--- src/rtl/water_level_display.sv ---
// Display-side decoder for the 2-bit water level code: glitch filter, 7-segment drive,
// one-hot level lines, and a blinking digit with a steady alarm while the level is Critical.
module water_level_display #(
    parameter int unsigned STABLE_CYCLES = 4,
    parameter int unsigned BLINK_HALF    = 25000000
) (
    input  logic       clock,
    input  logic       reset,
    input  logic [1:0] encoded_water,
    output logic [6:0] segments,
    output logic [1:0] level,
    output logic [3:0] level_onehot,
    output logic       valid,
    output logic       changed,
    output logic       alarm
);

    localparam int unsigned RUN_W   = $clog2(STABLE_CYCLES) + 1;
    localparam int unsigned BLINK_W = $clog2(BLINK_HALF) + 1;

    localparam logic [6:0] SEG_BLANK = 7'b1111111;
    localparam logic [6:0] SEG_ZERO  = 7'b1000000;
    localparam logic [6:0] SEG_ONE   = 7'b1111001;
    localparam logic [6:0] SEG_TWO   = 7'b0100100;
    localparam logic [6:0] SEG_THREE = 7'b0110000;

    logic [1:0]         candidate;
    logic [RUN_W-1:0]   run;
    logic [BLINK_W-1:0] blink_cnt;
    logic               blink_phase;

    logic [RUN_W-1:0]   next_run;
    logic               accept;
    logic               critical;
    logic [BLINK_W-1:0] blink_cnt_next;
    logic               blink_phase_next;

    // Run-length filter and blink timer next-state
    always_comb begin
        next_run         = RUN_W'(1);
        accept           = 1'b0;
        blink_cnt_next   = '0;
        blink_phase_next = 1'b0;
        critical         = valid && (level == 2'b00);

        if (encoded_water == candidate) begin
            if (run >= RUN_W'(STABLE_CYCLES)) begin
                next_run = RUN_W'(STABLE_CYCLES);
            end else begin
                next_run = run + RUN_W'(1);
            end
        end

        accept = (next_run >= RUN_W'(STABLE_CYCLES)) && (!valid || (encoded_water != level));

        // Accept reloads the blink so a fresh Critical always starts with a full lit phase
        if (!accept && critical) begin
            if (blink_cnt == BLINK_W'(BLINK_HALF - 1)) begin
                blink_cnt_next   = '0;
                blink_phase_next = !blink_phase;
            end else begin
                blink_cnt_next   = blink_cnt + BLINK_W'(1);
                blink_phase_next = blink_phase;
            end
        end
    end

    always_ff @(posedge clock or posedge reset) begin
        if (reset) begin
            candidate   <= 2'b00;
            run         <= '0;
            level       <= 2'b00;
            valid       <= 1'b0;
            changed     <= 1'b0;
            blink_cnt   <= '0;
            blink_phase <= 1'b0;
        end else begin
            candidate   <= encoded_water;
            run         <= next_run;
            changed     <= accept;
            blink_cnt   <= blink_cnt_next;
            blink_phase <= blink_phase_next;
            if (accept) begin
                level <= encoded_water;
                valid <= 1'b1;
            end
        end
    end

    // Display decode from registered state
    always_comb begin
        segments     = SEG_BLANK;
        alarm        = valid && (level == 2'b00);
        level_onehot = valid ? (4'b0001 << level) : 4'b0000;
        if (valid) begin
            case (level)
                2'b00:   segments = blink_phase ? SEG_BLANK : SEG_ZERO;
                2'b01:   segments = SEG_ONE;
                2'b10:   segments = SEG_TWO;
                default: segments = SEG_THREE;
            endcase
        end
    end

endmodule
--- config.mk ---
export PLATFORM = sky130hd
export DESIGN_NAME = water_level_display
export DESIGN_NICKNAME = d
export VERILOG_FILES = /design/src/rtl/water_level_display.sv
export SDC_FILE = /design/constraint.sdc
export NUM_CORES = 1
export LEC_CHECK = 0
export CAP_MARGIN = 20
export CORE_MARGIN = 1.5
export CORE_UTILIZATION = 56
export CTS_BUF_LIST = sky130_fd_sc_hd__clkbuf_8
export DETAILED_ROUTE_END_ITERATION = 10
export PLACE_DENSITY = 0.91
export SLEW_MARGIN = 20
export SYNTH_ARGS = -nofsm -noshare
export SYNTH_HDL_FRONTEND = slang
export SYNTH_SLANG_ARGS = --single-unit
export TNS_END_PERCENT = 10
--- constraint.sdc ---
create_clock -name clock -period 2.65 [get_ports clock]
set_clock_uncertainty 0.05 [all_clocks]
set_input_delay 0.53 -clock clock [delete_from_list [all_inputs] [get_ports clock]]
set_output_delay 0.53 -clock clock [all_outputs]
set_load 0.01 [all_outputs]
==> results.md <==
- Total track usage: between 20% and 30%
- Largest net degree at the start of global routing: 37
- Post-synth top area cell: dfrtp_1
- Congestion Overflow GR: 0
- CTS tree: done
- Crit-path max cell delay: approximately 0.56 ns
- Max-Cap Viols: 0
- CP max-delay cell: clkdlybuf4s50_1
- Crit. End Element: primary output
- H-tree depth: 2
- Post-Syn Area: around 0.0020 sq mm
- Clock Power Share: 19.9%
- Startpoint types: register
- Initial DRC count: 65
- Top_reg_cell synth: dfrtp_1
- Antenna violations before repair: 0
- Share of the synthesized area in the top cell type: between 40% and 50%
- Proportion of layout cells with a drive suffix above 1: roughly 13%
- NetSw: between 0.6 and 0.7 mW
- Clk_lat worst skew: ~0.29 ns
- Initial DRT Pass Iterations: 4
- Antenna Cells: 0
- Pwr/cell area: roughly 760 mW/mm^2
- Clock slew at reported path FFs: approximately 0.07 ns
- Number of synthesized flops with an enable pin: 0
- Die X: 63.05 um
- Pins Over Slew Limit: 0
- Filler cell count: approximately 230
- DR vias/cell: slightly below 6
- Core ar.: between 0.003 and 0.004 sq mm
- Top Ports: 20
- Critical Path AT: 1.90 ns
- Ys Warns: 0
- FP Rows: 21
- Outcome: completed
- Total Wirelength: 4211 um
- Setup_tns: 0 ns
- Die Height: 63.05 um
- Post-DP HPWL: 2902 um
- Yosys cell types: 33
- Routability cong.: between 0.8 and 0.9
- Port bufs: 19
- Share of power burned in registers: approximately 36%
- Final Hold Fails: 0
- Clock sink total: 36
- Post-layout min period: around 2.5 ns
- Synth top area cells: dfrtp_1 (45%), xnor2_1 (6.1%), ha_1 (5.6%)
- Cells after Synth: between 200 and 250
- Final worst-path cycle share: 93.61%
- VDD IR max: between 400 and 500 uV
- Synthesis-to-layout area growth: 18.59%
- Gate power share: about 44%
- Crit path cell chain: inv_2 > ha_2 > nand2_1 > o211ai_1 > clkdlybuf4s50_1
- Slew headroom: slightly above 70%
- Most common library cells after synthesis: dfrtp_1 (36), nor3_1 (20), xnor2_1 (14)
- Measured slew at the worst slew-check pin: roughly 0.44 ns
- Nets: between 200 and 250
- Design Power: 1.831 mW
- Unrepaired setup endpoints after global routing: no
- Num CTS Buffers: 5
- Die area: just under 0.004 sq mm
- Internal: about 1.2 mW
- DR vias: approximately 1.6k
- Critical path class: reg -> out
- Sw Share: about a third
- Crit path required time: 2.07 ns
- Vias in the first global route: about 1.6k
- CTS Buffer Depth: 2
- Asr flop ratio synth: 100.0%
- Root Driver: clkbuf_8
- Routed len/inst: around 15 um
- Hold crit path type: reg -> reg
- Initial Util: around three fifths
- Endpoints failing setup: 0
- Most common cell in the netlist: dfrtp_1
- DRC viols: 0
- First-pass GRT wire length: roughly 7500 um
- Design area: 0.002395 sq mm
- Dpl cell area: roughly 0.0023 sq mm
- Routed Antenna Nets: 0
- Mapped Nets: 220
- Peak Freq: 0.4031 GHz
- Crit-path max FO: 8
- Mean post-synth cell area: ~9.8 sq um
- Leakage: approximately 0.95 nW
- Register area share after synthesis: 44.61%
- Post-synthesis register bit count: 36
[final timing paths]
kind	endpoint	cells after the start	from	slack, ns
setup / recovery	segments[2]	5	level[0]$_DFFE_PP0P_	0.17
hold / removal	run[1]$_DFF_PP0_	1	run[2]$_DFF_PP0_	0.41
setup reg to reg	blink_cnt[23]$_DFF_PP0_	4	blink_cnt[11]$_DFF_PP0_	0.50
hold reg to reg	run[1]$_DFF_PP0_	1	run[2]$_DFF_PP0_	0.41
max in group asynchronous	level[1]$_DFFE_PP0P_	3	reset	1.62
min in group asynchronous	blink_cnt[21]$_DFF_PP0_	3	reset	0.60
[cell families after synthesis]
family / Yosys count / synth area share (%)
buffers and inverters: 19 / 4.460
muxes: 2 / 1.115
xor gates and xnor gates: 19 / 8.240
AOI/OAI and AO/OA: 27 / 8.921
adders and majority gates: 9 / 5.576
DFF: 36 / 44.61
and+or+nand+nor: 95 / 27.08
[routing by layer]
layer / GRT usage [%] / up-vias / share of wire, %
met5: 0 / - / 0
met1: 30.81 / 787 / 44
li1: - / 794 / -
met2: 38.70 / 29 / 51
met4: 10.00 / 0 / 1.7
met3: 6.071 / 7 / 3.3
[state kept, by name, indices dropped and copies added, names as in the netlist]
| signal | flops |
|---|---|
| run | 3 |
| level | 2 |
| blink_cnt | 26 |
| blink_phase | 1 |
| changed | 1 |
| valid | 1 |
| candidate | 2 |
[worst max-delay path: cells and delay by family (launching register included)]
kind	cells	cell delay, ns
buffers and inverters	2	0.66
adder cells (fa/ha/maj)	1	0.20
flip-flops	1	0.46
AO/OA/AOI/OAI	1	0.18
AND/OR/NAND/NOR	1	0.11
[repair_timing]
| item | CTS | global route |
|---|---|---|
| endpoints found under the setup margin | 3 | 6 |
| setup buffers | 0 | 4 |
| hold buffers | 0 | 0 |
| resized for setup | 3 | 5 |
[placed cells by master, fill, tap and decap left out, drive strengths merged, types with 5 or more instances in the layout]
| cell | instances |
|---|---|
| or4 | 7 |
| clkbuf | 5 |
| xor2 | 5 |
| inv | 10 |
| o21ai | 9 |
| clkdlybuf4s50 | 16 |
| nand4 | 6 |
| xnor2 | 14 |
| nand3 | 12 |
| nand2 | 13 |
| ha | 9 |
| nor2 | 8 |
| or3 | 7 |
| dfrtp | 36 |
| buf | 9 |
| nor3 | 21 |
| nor4 | 7 |
| a211oi | 10 |
[power by group through the flow]
stage | Combinational, mW | Clock (mW) | Sequential [mW]
after floorplan | 0.369 | 0 | 0.658
after global placement | 0.734 | 0 | 0.666
after detailed placement | 0.745 | 0 | 0.670
after CTS | 0.761 | 0.366 | 0.663
after global routing | 0.877 | 0.390 | 0.666
final | 0.809 | 0.364 | 0.658
[stage by stage]
step                      util, %  setup slack [ns]  hold slack (ns)  std cells
after floorplan                 -            0.5696           0.3814        207
after global placement      67.11            0.3621           0.3989        267
after detailed placement    67.11            0.2485           0.3978        267
after CTS                   69.55           0.01370           0.4035        274
after global routing        70.65           0.07462           0.4149        278
final                       70.65            0.1692           0.4057        278
[area by class of cell]
| class | instances | area (sq um) | share of cell area [%] |
|---|---|---|---|
| Multi-Input combinational cell | 152 | 1045 | 43.63 |
| Sequential cell | 36 | 903.4 | 37.72 |
| Timing Repair Buffer | 28 | 277.8 | 11.60 |
| Clock buffer | 5 | 68.82 | 2.874 |
| Tap cell | 46 | 57.56 | 2.403 |
| Inverter | 9 | 33.78 | 1.411 |
| Clock inverter | 2 | 8.758 | 0.3657 |
No activity file was read; power rests on OpenSTA's default activity.
